File: src/rtl/clock_display_pkg.sv
// Shared constants and types for the 4-digit 7-segment scan driver.
// Segment codes are active-low {g,f,e,d,c,b,a}; anodes are active-low.
package clock_display_pkg;

    localparam int NUM_DIGITS = 4;
    localparam int IDX_W      = $clog2(NUM_DIGITS);

    typedef logic [IDX_W-1:0] digit_idx_t;

    localparam logic [6:0] SEG_0     = 7'b1000000;
    localparam logic [6:0] SEG_1     = 7'b1111001;
    localparam logic [6:0] SEG_2     = 7'b0100100;
    localparam logic [6:0] SEG_3     = 7'b0110000;
    localparam logic [6:0] SEG_4     = 7'b0011001;
    localparam logic [6:0] SEG_5     = 7'b0010010;
    localparam logic [6:0] SEG_6     = 7'b0000010;
    localparam logic [6:0] SEG_7     = 7'b1111000;
    localparam logic [6:0] SEG_8     = 7'b0000000;
    localparam logic [6:0] SEG_9     = 7'b0010000;
    localparam logic [6:0] SEG_DASH  = 7'b0111111;
    localparam logic [6:0] SEG_BLANK = 7'b1111111;

    localparam logic [3:0] AN_OFF  = 4'b1111;
    localparam logic [3:0] AN_DIG0 = 4'b1110;
    localparam logic [3:0] AN_DIG1 = 4'b1101;
    localparam logic [3:0] AN_DIG2 = 4'b1011;
    localparam logic [3:0] AN_DIG3 = 4'b0111;

    // Frame-start copy of everything the display depends on
    typedef struct packed {
        logic [3:0] hour2;
        logic [3:0] hour1;
        logic [3:0] min2;
        logic [3:0] min1;
        logic [3:0] sec2;
        logic [3:0] sec1;
        logic       ampm;
        logic       alarm_flag;
        logic       show_sec;
    } snap_t;

    function automatic logic [3:0] anode_for(input digit_idx_t idx);
        logic [3:0] an;
        an = AN_OFF;
        case (idx)
            2'd0: an = AN_DIG0;
            2'd1: an = AN_DIG1;
            2'd2: an = AN_DIG2;
            2'd3: an = AN_DIG3;
            default: an = AN_OFF;
        endcase
        return an;
    endfunction

endpackage

File: src/rtl/clock_display_driver_bcd_to_seg.sv
// Combinational BCD to active-low 7-segment decoder.
// Non-decimal codes 10-15 render as a dash.
module bcd_to_seg
    import clock_display_pkg::*;
(
    input  logic [3:0] i_bcd,
    output logic [6:0] o_seg
);

    always_comb begin
        o_seg = SEG_DASH;
        case (i_bcd)
            4'd0:    o_seg = SEG_0;
            4'd1:    o_seg = SEG_1;
            4'd2:    o_seg = SEG_2;
            4'd3:    o_seg = SEG_3;
            4'd4:    o_seg = SEG_4;
            4'd5:    o_seg = SEG_5;
            4'd6:    o_seg = SEG_6;
            4'd7:    o_seg = SEG_7;
            4'd8:    o_seg = SEG_8;
            4'd9:    o_seg = SEG_9;
            default: o_seg = SEG_DASH;
        endcase
    end

endmodule

File: src/rtl/clock_display_driver.sv
// Time-multiplexed scan driver for a 4-digit 7-segment display showing
// HH:MM or MM:SS with blinking colon, PM dot and alarm blink.
module clock_display_driver
    import clock_display_pkg::*;
#(
    parameter int REFRESH_DIV = 100000,
    parameter int BLINK_DIV   = 50000000
) (
    input  logic       clk,
    input  logic       rst,
    input  logic [3:0] hour2,
    input  logic [3:0] hour1,
    input  logic [3:0] min2,
    input  logic [3:0] min1,
    input  logic [3:0] sec2,
    input  logic [3:0] sec1,
    input  logic       ampm,
    input  logic       alarm_flag,
    input  logic       show_sec,
    output logic [3:0] an,
    output logic [6:0] seg,
    output logic       dp
);

    localparam int RW = (REFRESH_DIV > 1) ? $clog2(REFRESH_DIV) : 1;
    localparam int BW = (BLINK_DIV > 1) ? $clog2(BLINK_DIV) : 1;
    localparam digit_idx_t LAST_IDX = digit_idx_t'(NUM_DIGITS - 1);

    logic [RW-1:0] r_refresh_cnt;
    logic [BW-1:0] r_blink_cnt;
    digit_idx_t    r_idx;
    logic          r_blink_on;
    snap_t         r_snap;

    logic          w_refresh_tc;
    logic          w_blink_tc;
    snap_t         w_snap_in;
    logic [3:0]    w_digit;
    logic          w_blank;
    logic [6:0]    w_dec;
    logic [6:0]    w_seg;
    logic          w_dp;

    assign w_refresh_tc = (r_refresh_cnt == RW'(REFRESH_DIV - 1));
    assign w_blink_tc   = (r_blink_cnt == BW'(BLINK_DIV - 1));

    assign w_snap_in = '{
        hour2:      hour2,
        hour1:      hour1,
        min2:       min2,
        min1:       min1,
        sec2:       sec2,
        sec1:       sec1,
        ampm:       ampm,
        alarm_flag: alarm_flag,
        show_sec:   show_sec
    };

    always_ff @(posedge clk) begin
        if (rst) begin
            r_refresh_cnt <= '0;
            r_idx         <= '0;
        end else if (w_refresh_tc) begin
            r_refresh_cnt <= '0;
            r_idx         <= r_idx + digit_idx_t'(1);
        end else begin
            r_refresh_cnt <= r_refresh_cnt + RW'(1);
        end
    end

    always_ff @(posedge clk) begin
        if (rst) begin
            r_blink_cnt <= '0;
            r_blink_on  <= 1'b1;
        end else if (w_blink_tc) begin
            r_blink_cnt <= '0;
            r_blink_on  <= ~r_blink_on;
        end else begin
            r_blink_cnt <= r_blink_cnt + BW'(1);
        end
    end

    // Latch at the frame boundary so a frame never mixes old and new time
    always_ff @(posedge clk) begin
        if (rst) begin
            r_snap <= '0;
        end else if (w_refresh_tc && (r_idx == LAST_IDX)) begin
            r_snap <= w_snap_in;
        end
    end

    always_comb begin
        w_digit = 4'd0;
        w_blank = 1'b0;
        if (r_snap.show_sec) begin
            case (r_idx)
                2'd3:    w_digit = r_snap.min2;
                2'd2:    w_digit = r_snap.min1;
                2'd1:    w_digit = r_snap.sec2;
                default: w_digit = r_snap.sec1;
            endcase
        end else begin
            case (r_idx)
                2'd3: begin
                    w_digit = r_snap.hour2;
                    w_blank = (r_snap.hour2 == 4'd0);
                end
                2'd2:    w_digit = r_snap.hour1;
                2'd1:    w_digit = r_snap.min2;
                default: w_digit = r_snap.min1;
            endcase
        end
    end

    bcd_to_seg u_dec (
        .i_bcd (w_digit),
        .o_seg (w_dec)
    );

    always_comb begin
        w_seg = w_blank ? SEG_BLANK : w_dec;
        w_dp  = 1'b1;
        if ((r_idx == 2'd2) && r_blink_on) begin
            w_dp = 1'b0;
        end
        if ((r_idx == 2'd0) && r_snap.ampm && !r_snap.show_sec) begin
            w_dp = 1'b0;
        end
        // Alarm blanks segments only; anodes keep scanning
        if (r_snap.alarm_flag && !r_blink_on) begin
            w_seg = SEG_BLANK;
            w_dp  = 1'b1;
        end
    end

    always_ff @(posedge clk) begin
        if (rst) begin
            an  <= AN_OFF;
            seg <= SEG_BLANK;
            dp  <= 1'b1;
        end else begin
            an  <= anode_for(r_idx);
            seg <= w_seg;
            dp  <= w_dp;
        end
    end

endmodule
File: config.mk
export PLATFORM = sky130hd
export DESIGN_NAME = clock_display_driver
export DESIGN_NICKNAME = d
export VERILOG_FILES = /design/src/rtl/clock_display_pkg.sv /design/src/rtl/clock_display_driver_bcd_to_seg.sv /design/src/rtl/clock_display_driver.sv
export SDC_FILE = /design/constraint.sdc
export NUM_CORES = 1
export LEC_CHECK = 0
export ABC_AREA = 1
export BUFFER_PORTS_ARGS = -buffer_cell sky130_fd_sc_hd__buf_2
export CAP_MARGIN = 10
export CORE_ASPECT_RATIO = 1.75
export CORE_MARGIN = 4
export CORE_UTILIZATION = 40
export DETAILED_ROUTE_END_ITERATION = 16
export GPL_TIMING_DRIVEN = 0
export SYNTH_ARGS = -nofsm -noshare
export SYNTH_HDL_FRONTEND = slang
export SYNTH_SLANG_ARGS = --single-unit
File: constraint.sdc
create_clock -name clk -period 2.7 [get_ports clk]
set_input_delay 0.54 -clock clk [delete_from_list [all_inputs] [get_ports clk]]
set_output_delay 0.54 -clock clk [all_outputs]
set_load 0.005 [all_outputs]
==> results of run 1 <==
## metal layers
metal	wire [microns]	GRT usage [%]	share of wire (%)
met3	330	2.609	3.3
met2	5400	31.30	53
met1	4025	18.35	40
met4	368	8.736	3.6
met5	0	0	0
## final cells by class
type	count	share of cell area [%]
plain buffers	16	2.324
repair buffers	40	4.041
multi-input cells	477	43.90
clock buffers	11	4.900
flip-flops and latches	85	34.35
inverters	80	6.062
well taps	127	3.208
clock inverters	5	1.212
## flip-flops by register name, indices dropped and copies added (netlist names)
signal and flops:
r_snap 27, r_blink_cnt 26, r_refresh_cnt 17, seg 7, an 4, r_idx 2, dp 1, r_blink_on 1
## worst max-delay path, stage by stage (launching register included)
cell and delay [ps]:
dfxtp_1 390, inv_1 100, ha_1 280, inv_1 160
buf_2 220, nand2_1 90, nor2_1 110, nor2_1 50
nor2_1 210, ha_1 210, inv_1 50, nand3_1 70
nand2_1 60, nand2_1 50, nand3_1 70
## where the power goes
part	total, mW	internal [mW]	switching [mW]	leakage (nW)
clock network	1.25	0.744	0.510	0.146
logic	0.0922	0.0385	0.0537	1.28
registers	1.27	1.27	0.00711	0.689
## per-stage QoR
step / instances / hold WS [ps] / setup WS (ps) / instance area, sq um / utilization [%]
3_3_place_gp: 825 / 427.6 / 469.4 / 4651 / 44.89
2_1_floorplan: 658 / 417.8 / 790.7 / 4292 / -
3_5_place_dp: 825 / 453.2 / 467.8 / 4651 / 44.89
4_1_cts: 841 / 396.9 / 443.3 / 4954 / 47.81
5_1_grt: 841 / 413.3 / 180.6 / 4954 / 47.81
6_report: 841 / 407.7 / 442.0 / 4954 / 47.81
## cell usage in the layout, fill, tap and decap left out
cell	n
nand2_1	205
nor2_1	138
dfxtp_1	85
inv_1	79
buf_2	45
nand3_1	27
a21oi_1	25
o21ai_0	16
nor3_1	11
xor2_1	11
nand4_1	10
ha_1	10
clkbuf_16	9
nand3b_1	6
buf_6	5
or2_2	5
xnor2_1	4
buf_4	3
nor2_2	2
clkbuf_1	2
buf_1	2
clkinv_4	2
nor3_2	1
nand3_4	1
nor2_8	1
inv_2	1
o21ai_1	1
a21oi_2	1
nand2_2	1
nor3_4	1
clkbuf_8	1
clkinvlp_4	1
bufinv_16	1
clkinv_2	1
## cells by family after synthesis
kind of cell | after synthesis
buf+inv | 96
fa+ha+maj | 10
flops | 85
compound gates | 43
xor+xnor | 15
simple gates | 409
## how the worst max path moves through the flow
stage	startpoint	endpoint	depth (start not counted)
after global routing	r_idx[0]$_SDFFE_PP0N_	seg[3]$_SDFF_PP1_	14
after detailed placement	r_idx[0]$_SDFFE_PP0N_	seg[4]$_SDFF_PP1_	14
after CTS	r_idx[0]$_SDFFE_PP0N_	seg[4]$_SDFF_PP1_	14
after global placement	r_idx[0]$_SDFFE_PP0N_	seg[4]$_SDFF_PP1_	14
final	r_idx[0]$_SDFFE_PP0N_	seg[4]$_SDFF_PP1_	14
after floorplan	r_idx[0]$_SDFFE_PP0N_	seg[4]$_SDFF_PP1_	14
==> run metrics, run 1 <==
worst r2r dst seg[4]$_SDFF_PP1_; Pins Over Slew Limit 0; final setup fails 0; Clk Latency, worst-skew pair 340 ps; vias in the first global route 3879; RSZ-0062 raised after global routing false; Multi-input gate area 2175 sq um; row count 49; Crit. End Element flop; Die ar. 12520 sq um; Antenna Violating Nets Remaining 0; layout cells sized above 1 11.48%; Synth area leader dfxtp_1; die height 145.0 microns; count leader, synth nand2_1; share of synthesized registers carrying an async set or reset 0%; Syn Nets 697; DP HPWL 7889 microns; Yosys reg bits 85; Period minus WS final 2258 ps; synth warn 0; R2R Setup Slk 440 ps; GRT Total Usage 17.08%; CTS root buf clkbuf_16; hold path depth 2; CTS tree yes; TritonRoute pass-1 iters 4; RD Place Congestion 0.8955; worst-path fanout max 10; Synth Area in Adders 2.915%; status complete, no violations; Nets 748; Post-synth EDFFs 0; io pins 41; CTS Sinks 85; worst hold start rst; Worst Tran Pin Value 444.9 ps; Synth Area in XOR/XNOR 3.061%; Final Hold Fails 0; Vias/cell 4.700; CP arrival 2480 ps; setup bufs post-CTS 0; main combinational cell family by area after synthesis simple AND/OR/NAND/NOR gates; worst hold path type in -> reg; Seq/Total Area, Yosys 39.65%; power per cell area 528.9 nW/um^2; grt ovf 0; CP Launch Type flop; H-tree Lvls 3; Fmax achieved 0.4429 GHz; P_leak 2.118 nW; Hold EP r_idx[0]$_SDFFE_PP0N_; average wire per cell in the routed design 12.04 microns; setup_tns 0 ps; ratio of final minimum period to clock period 83.63%; distinct cell type count of the synthesized netlist 28; Worst R2R Start r_idx[0]$_SDFFE_PP0N_; maximum clock path buffer count 2; Worst IR Drop VDD 0.3627 mV; CP required 2920 ps; relative slew slack 70.34%; sequential cell area 1702 sq um; detailed router's first-iteration violation count 144; Resized cells post-CTS 0; largest net degree at the start of global routing 15; Num CTS Buffers 9; core area 10360 sq um; Vias 3953; commonest register cell after synthesis dfxtp_1; die width 86.30 microns; hold buffer count at CTS 0; area share of the largest cell type after synthesis 39.65%; Filler cells 1123; initial antenna violation count 0; Remaining DRCs 0; Max-cap violations 0; clk slew on worst S/H paths 60 ps; DRT Wirelength 10130 microns; Layout area overhead 15.42%; Mapped Cells 658; Mapped Area 4292 sq um; Avg Synthesized Cell Area 6.522 sq um; synth top area cells dfxtp_1 (40%), nand2_1 (18%), nor2_1 (12%); synth cell count leaders nand2_1 (205), nor2_1 (138), dfxtp_1 (85), inv_1 (79), nand3_1 (27); first-pass GRT wire length 17220 microns; IO buf count 40; post-synthesis mux area share 0%; total power 2.620 mW; crit path kind reg -> reg; clock skew 7.649 ps; reg2reg path depth 14; Compound-Gate Fraction of Synth Area 5.102%; Initial Utilization 41.42%; ANT cells 0; Synth Area in Simple Gates 39.59%
Power figures use the tool's default switching activity.
==> inputs of run 2 (changes only) <==
- clock period: 2.7 -> 2.3 ns (I/O delays scaled with it)
==> run 2 against run 1 <==
  * Flip-flop and latch count unchanged
  * Final area up 0.15%
  * Cell count unchanged
  * Clock power up 18%
  * Clock skew up 0.84 ps
  * Sequential share of layout area down 0.052 points
  * Core utilization up 0.072 points
  * Critical path type unchanged
  * Total power up 17%
  * Setup slack worse by 170 ps
==> run metrics, run 2 (same netlist as run 1, synthesis figures left out) <==
CP required 2520 ps (was 2920 ps); die width 86.30 microns (unchanged); Pins Over Slew Limit 0 (unchanged); RD Place Congestion 0.8955 (unchanged); top flop regs r_snap (27), r_blink_cnt (26), r_refresh_cnt (17) (unchanged); dpl cells 825 (unchanged); core area 10360 sq um (unchanged); clk slew on worst S/H paths 60 ps (about the same); detailed router's first-iteration violation count 143 (was 144); P_leak 2.115 nW (was 2.118 nW); hold buffer count at CTS 0 (unchanged); vias in the first global route 3879 (unchanged); placed inst area 4651 sq um (unchanged); Num CTS Buffers 9 (unchanged); most common cell after layout, fill and taps aside nand2_1 (unchanged); Vias 3946 (was 3953); Met1 Wirelength 4056 microns (was 4025 microns); Nets 748 (unchanged); average wire per cell in the routed design 12.05 microns (was 12.04 microns); DP HPWL 7889 microns (unchanged); DRT Wirelength 10140 microns (was 10130 microns); most frequent cells in the layout nand2_1 (205), nor2_1 (137), dfxtp_1 (85) (was nand2_1 (205), nor2_1 (138), dfxtp_1 (85)); io pins 41 (unchanged); CTS tree yes (unchanged); highest metal used met4 (unchanged); met3 wire length 299 microns (was 330 microns); clock skew 8.484 ps (was 7.649 ps); crit path kind reg -> reg (unchanged); row count 49 (unchanged); CP arrival 2250 ps (was 2480 ps); RSZ-0062 raised after global routing false (unchanged); setup_tns 0 ps (unchanged); worst-path fanout max 10 (unchanged); reg2reg path depth 14 (unchanged); hold path depth 2 (unchanged); power per cell area 619.7 nW/um^2 (was 528.9 nW/um^2); total power 3.074 mW (was 2.620 mW); Fmax achieved 0.4923 GHz (was 0.4429 GHz); Crit. End Element flop (unchanged); Die ar. 12520 sq um (unchanged); setup bufs post-CTS 0 (unchanged); H-tree Lvls 3 (unchanged); final instance count without filler cells 841 (unchanged); largest net degree at the start of global routing 15 (unchanged); Finished Cell Area 4961 sq um (was 4954 sq um); Antenna Violating Nets Remaining 0 (unchanged); Initial Utilization 41.42% (unchanged); final setup fails 0 (unchanged); Most flops, register r_snap (unchanged); layout cells sized above 1 11.90% (was 11.48%); CP Launch Type flop (unchanged); max reg flops 27 (unchanged); IO buf count 40 (unchanged); first-pass GRT wire length 17220 microns (unchanged); CTS Sinks 85 (unchanged); TritonRoute pass-1 iters 4 (unchanged); Worst IR Drop VDD 0.4258 mV (was 0.3627 mV); Period minus WS final 2031 ps (was 2258 ps); Vias/cell 4.692 (was 4.700); worst hold path type in -> reg (unchanged); ratio of final minimum period to clock period 88.32% (was 83.63%); WL met2 5433 microns (was 5400 microns); R2R Setup Slk 270 ps (was 440 ps); Clk Latency, worst-skew pair 340 ps (about the same); Layout area overhead 15.60% (was 15.42%); CTS root buf clkbuf_16 (unchanged); Worst Tran Pin Value 451.4 ps (was 444.9 ps); relative slew slack 69.91% (was 70.34%); grt ovf 0 (unchanged); GRT Total Usage 17.08% (unchanged); die height 145.0 microns (unchanged); Max-cap violations 0 (unchanged); status complete, no violations (unchanged); Final Hold Fails 0 (unchanged); initial antenna violation count 0 (unchanged); Remaining DRCs 0 (unchanged); maximum clock path buffer count 2 (unchanged); ANT cells 0 (unchanged)
run 2: worst paths after layout:
path | start | end
max | r_idx[0]$_SDFFE_PP0N_ | seg[4]$_SDFF_PP1_
min | rst | r_idx[0]$_SDFFE_PP0N_
max reg2reg | r_idx[0]$_SDFFE_PP0N_ | seg[4]$_SDFF_PP1_
min reg2reg | r_blink_cnt[23]$_SDFF_PP0_ | r_blink_cnt[23]$_SDFF_PP0_
run 2: per-layer routing:
| metal | GRT usage, % | vias to the layer above |
|---|---|---|
| li1 | - | 2110 |
| met1 | 18.35 | 1739 |
| met4 | 8.736 | 0 |
| met5 | 0 | - |
| met2 | 31.30 | 74 |
| met3 | 2.609 | 23 |
run 2: repair_timing:
item                                    4_1_cts  5_1_grt
endpoints found under the setup margin        0        5
resized for setup                             0        4
hold endpoints to repair                      0        0
run 2: where the power goes:
group	leakage [nW]	internal [mW]	switching (mW)
sequential	0.689	1.49	0.00836
combinational	1.28	0.0452	0.0632
clock	0.146	0.873	0.597
total	2.11	2.41	0.669
run 2: cell type report:
type	count	area (sq um)
fillers	1122	5400
multi-input cells	477	2180
flip-flops and latches	85	1702
plain buffers	16	117.6
inverters	80	300.3
clock buffers	11	242.7
repair buffers	40	200.2
clock inverters	5	60.06
well taps	127	158.9
run 2: worst max-delay path: stages, from the launching register on:
cell and delay, ps:
dfxtp_1 390, inv_1 100, ha_2 240, inv_2 100
clkbuf_4 190, nand2_1 80, nor2_1 110, nor2_1 60
nor2_2 150, ha_1 190, inv_1 40, nand3_1 70
nand2_1 60, nand2_1 50, nand3_1 70
run 2: metrics by stage:
| step | util [%] | hold WS, ps | setup WS (ps) |
|---|---|---|---|
| floorplan | - | 417.8 | 390.7 |
| detailed placement | 44.89 | 453.2 | 67.82 |
| global placement | 44.89 | 427.6 | 69.36 |
| global route | 47.88 | 333.3 | 22.54 |
| CTS | 47.81 | 316.9 | 43.34 |
| finish | 47.88 | 329.1 | 268.6 |
==> inputs of run 3 (changes only) <==
- CAP_MARGIN: 10 -> default
- SYNTH_HIERARCHICAL: default -> 1
==> run 3 against run 2 <==
  * Count of clock-buffer cells in the layout grew 4
  * Global-route usage up 0.26 points
  * Hold slack better by 61 ps
  * Largest cell class unchanged
  * Clock power shrank 3%
  * Via count rose by 9.5%
  * Final area grew 7.8%
  * Setup slack got worse by 150 ps
  * Core utilization is essentially flat
  * Non-clock buffer count grew 7
  * Fmax fell by 6.8%
==> run metrics, run 3 <==
synth warn 6 (was 0); worst hold start rst (unchanged); setup_tns 0 ps (unchanged); layout cells sized above 1 14.06% (was 11.90%); Vias/cell 4.837 (was 4.692); CP arrival 2400 ps (was 2250 ps); core area 11170 sq um (was 10360 sq um); Yosys reg bits 85 (unchanged); share of synthesized registers carrying an async set or reset 0% (unchanged); count leader, synth nand2_1 (unchanged); top flop regs r_snap (27), r_blink_cnt (26), r_refresh_cnt (17) (unchanged); Multi-input gate area 2275 sq um (was 2180 sq um); CP bufs+invs 4 (unchanged); worst r2r dst seg[5]$_SDFF_PP1_ (was seg[4]$_SDFF_PP1_); Worst IR Drop VDD 0.4465 mV (was 0.4258 mV); Antenna Violating Nets Remaining 0 (unchanged); io pins 41 (unchanged); initial antenna violation count 0 (unchanged); CP Launch Type flop (unchanged); Layout area overhead 16.72% (was 15.60%); Pins Over Slew Limit 0 (unchanged); average wire per cell in the routed design 12.14 microns (was 12.05 microns); max reg flops 27 (unchanged); IO buf count 40 (unchanged); P_leak 2.302 nW (was 2.115 nW); Nets 797 (was 748); relative slew slack 52.49% (was 69.91%); Max-cap violations 0 (unchanged); Fmax achieved 0.4586 GHz (was 0.4923 GHz); final setup fails 0 (unchanged); most common cell after layout, fill and taps aside nand2_1 (unchanged); Period minus WS final 2181 ps (was 2031 ps); grt ovf 0 (unchanged); Hold EP dp$_SDFF_PP1_ (was r_idx[0]$_SDFFE_PP0N_); Critical Path, Cell by Cell ha_2 > buf_6 > buf_6 > nand2_1 > nand2_1 > a221oi_2 > o21ai_2 > buf_4 > ha_1 > inv_1 > nand2_1 > nand3_1 > nand2_1 > or2_2 (was inv_1 > ha_2 > inv_2 > clkbuf_4 > nand2_1 > nor2_1 > nor2_1 > nor2_2 > ha_1 > inv_1 > nand3_1 > nand2_1 > nand2_1 > nand3_1); top cell family by delay on the critical path simple AND/OR/NAND/NOR gates (unchanged); CTS tree yes (unchanged); Clk Latency, worst-skew pair 340 ps (about the same); R2R Setup Slk 120 ps (was 270 ps); Die ar. 13300 sq um (was 12520 sq um); Final Hold Fails 0 (unchanged); Synth area leader dfxtp_1 (unchanged); Post-synth EDFFs 0 (unchanged); clk slew on worst S/H paths 60 ps (about the same); most frequent cells in the layout nand2_1 (176), inv_1 (133), nor2_1 (112) (was nand2_1 (205), nor2_1 (137), dfxtp_1 (85)); area share of the largest cell type after synthesis 37.15% (was 39.65%); Seq/Total Area, Yosys 37.15% (was 39.65%); synth cell count leaders nand2_1 (176), inv_1 (138), nor2_1 (112), dfxtp_1 (85), nand4_1 (32) (was nand2_1 (205), nor2_1 (138), dfxtp_1 (85), inv_1 (79), nand3_1 (27)); RD Place Congestion 0.8650 (was 0.8955); commonest register cell after synthesis dfxtp_1 (unchanged); Worst Tran Pin Value 705.3 ps (was 451.4 ps); power per cell area 568.1 nW/um^2 (was 619.7 nW/um^2); CP required 2520 ps (about the same); DP HPWL 8183 microns (was 7889 microns); die width 88.90 microns (was 86.30 microns); final core occ 47.88% (about the same); CTS Sinks 85 (unchanged); CTS root buf clkbuf_16 (unchanged); Mapped Cells 702 (was 658); die height 149.6 microns (was 145.0 microns); detailed router's first-iteration violation count 192 (was 143); Most flops, register r_snap (unchanged); CP dominant cell by count nand2_1 (unchanged); reg2reg path depth 14 (unchanged); Worst R2R Start r_idx[0]$_SDFFE_PP0N_ (unchanged); Num CTS Buffers 9 (unchanged); Remaining DRCs 0 (unchanged); crit path kind reg -> reg (unchanged); Avg Synthesized Cell Area 6.525 sq um (was 6.522 sq um); max incr delay on CP 350 ps (was 390 ps); total power 3.037 mW (was 3.074 mW); critical path's slowest cell dfxtp_4 (was dfxtp_1); Vias 4319 (was 3946); Filler cells 1132 (was 1122); H-tree Lvls 3 (unchanged); row count 51 (was 49); Hold WS 390.3 ps (was 329.1 ps); hold buffer count at CTS 0 (unchanged); largest net degree at the start of global routing 13 (was 15); worst-path fanout max 10 (unchanged); Crit. End Element flop (unchanged); placed inst area 4947 sq um (was 4651 sq um); DRT Wirelength 10850 microns (was 10140 microns); vias in the first global route 4094 (was 3879); GRT Total Usage 17.34% (was 17.08%); Mapped Area 4581 sq um (was 4292 sq um); hold path depth 3 (was 2); sequential cell area 1709 sq um (was 1702 sq um); maximum clock path buffer count 2 (unchanged); status complete, no violations (unchanged); first-pass GRT wire length 18030 microns (was 17220 microns); worst hold path type in -> reg (unchanged); TritonRoute pass-1 iters 4 (unchanged); RSZ-0062 raised after global routing false (unchanged); Syn Nets 743 (was 697); synth top area cells dfxtp_1 (37%), nand2_1 (14%), inv_1 (11%) (was dfxtp_1 (40%), nand2_1 (18%), nor2_1 (12%)); Finished Cell Area 5346 sq um (was 4961 sq um); Initial Utilization 41.02% (was 41.42%); ANT cells 0 (unchanged); clock skew 10.23 ps (was 8.484 ps); ratio of final minimum period to clock period 94.82% (was 88.32%); distinct cell type count of the synthesized netlist 31 (was 28)
run 3: cell types whose count changed after synthesis, moves of 4 or more:
cell,change
a221oi_1,+4
buf_1,+4
inv_1,+59
nand2_1,-29
nand3b_1,-5
nand4_1,+22
nor2_1,-26
nor3_1,-8
o21ai_0,+9
o22ai_1,+4
or2_2,+4
run 3: cell families after synthesis:
group           Yosys count  share of synthesized area [%]
simple gates            370                          34.88
buf+inv                 160                          14.45
flops                    85                          37.15
compound gates           57                          6.801
xor+xnor                 18                          3.442
fa+ha+maj                12                          3.278
run 3: power by group:
| group | internal (mW) | switching, mW |
|---|---|---|
| clock network | 0.874 | 0.560 |
| registers | 1.49 | 0.00780 |
| logic | 0.0490 | 0.0615 |
run 3: cell type report:
type	instances	share of cell area (%)
repair buffers	43	4.166
clock buffers	15	4.821
inverters	140	9.829
clock inverters	1	0.5617
plain buffers	20	3.019
flip-flops and latches	85	31.97
multi-input cells	457	42.55
well taps	132	3.089
run 3: how the worst max path moves through the flow:
stage / start / to / slack [ps] / cells after the start
6_report: r_idx[0]$_SDFFE_PP0N_ / seg[5]$_SDFF_PP1_ / 120 / 14
5_1_grt: r_idx[0]$_SDFFE_PP0N_ / seg[5]$_SDFF_PP1_ / 3 / 14
4_1_cts: r_idx[1]$_SDFFE_PP0N_ / seg[3]$_SDFF_PP1_ / 7 / 12
3_5_place_dp: r_idx[0]$_SDFFE_PP0N_ / seg[6]$_SDFF_PP1_ / -400 / 10
3_3_place_gp: r_idx[0]$_SDFFE_PP0N_ / seg[6]$_SDFF_PP1_ / -350 / 10
2_1_floorplan: r_idx[0]$_SDFFE_PP0N_ / seg[3]$_SDFF_PP1_ / 7 / 12
run 3: what timing repair did:
item                                    CTS  global route
endpoints found under the setup margin    7             7
resized for setup                        20            13
buffers inserted                          1             2
pin swaps                                 2             2
run 3: tightest hold or removal path, cell delays in order:
cell,delay (ps)
buf_2,100
a21oi_1,50
nand2_1,80
run 3: routing by layer:
layer	track usage [%]	vias up	part of all wire, %
li1	-	2261	-
met1	18.74	1963	41
met2	31.66	77	53
met3	3.747	18	3.6
met4	6.959	0	2.2
met5	0	-	0
run 3: through the flow:
| stage | worst slack (ps) | cells |
|---|---|---|
| after CTS | 6.972 | 891 |
| after global placement | -354.9 | 874 |
| after global routing | 3.444 | 893 |
| final | 119.3 | 893 |
| after floorplan | 6.771 | 702 |
| after detailed placement | -403.2 | 874 |
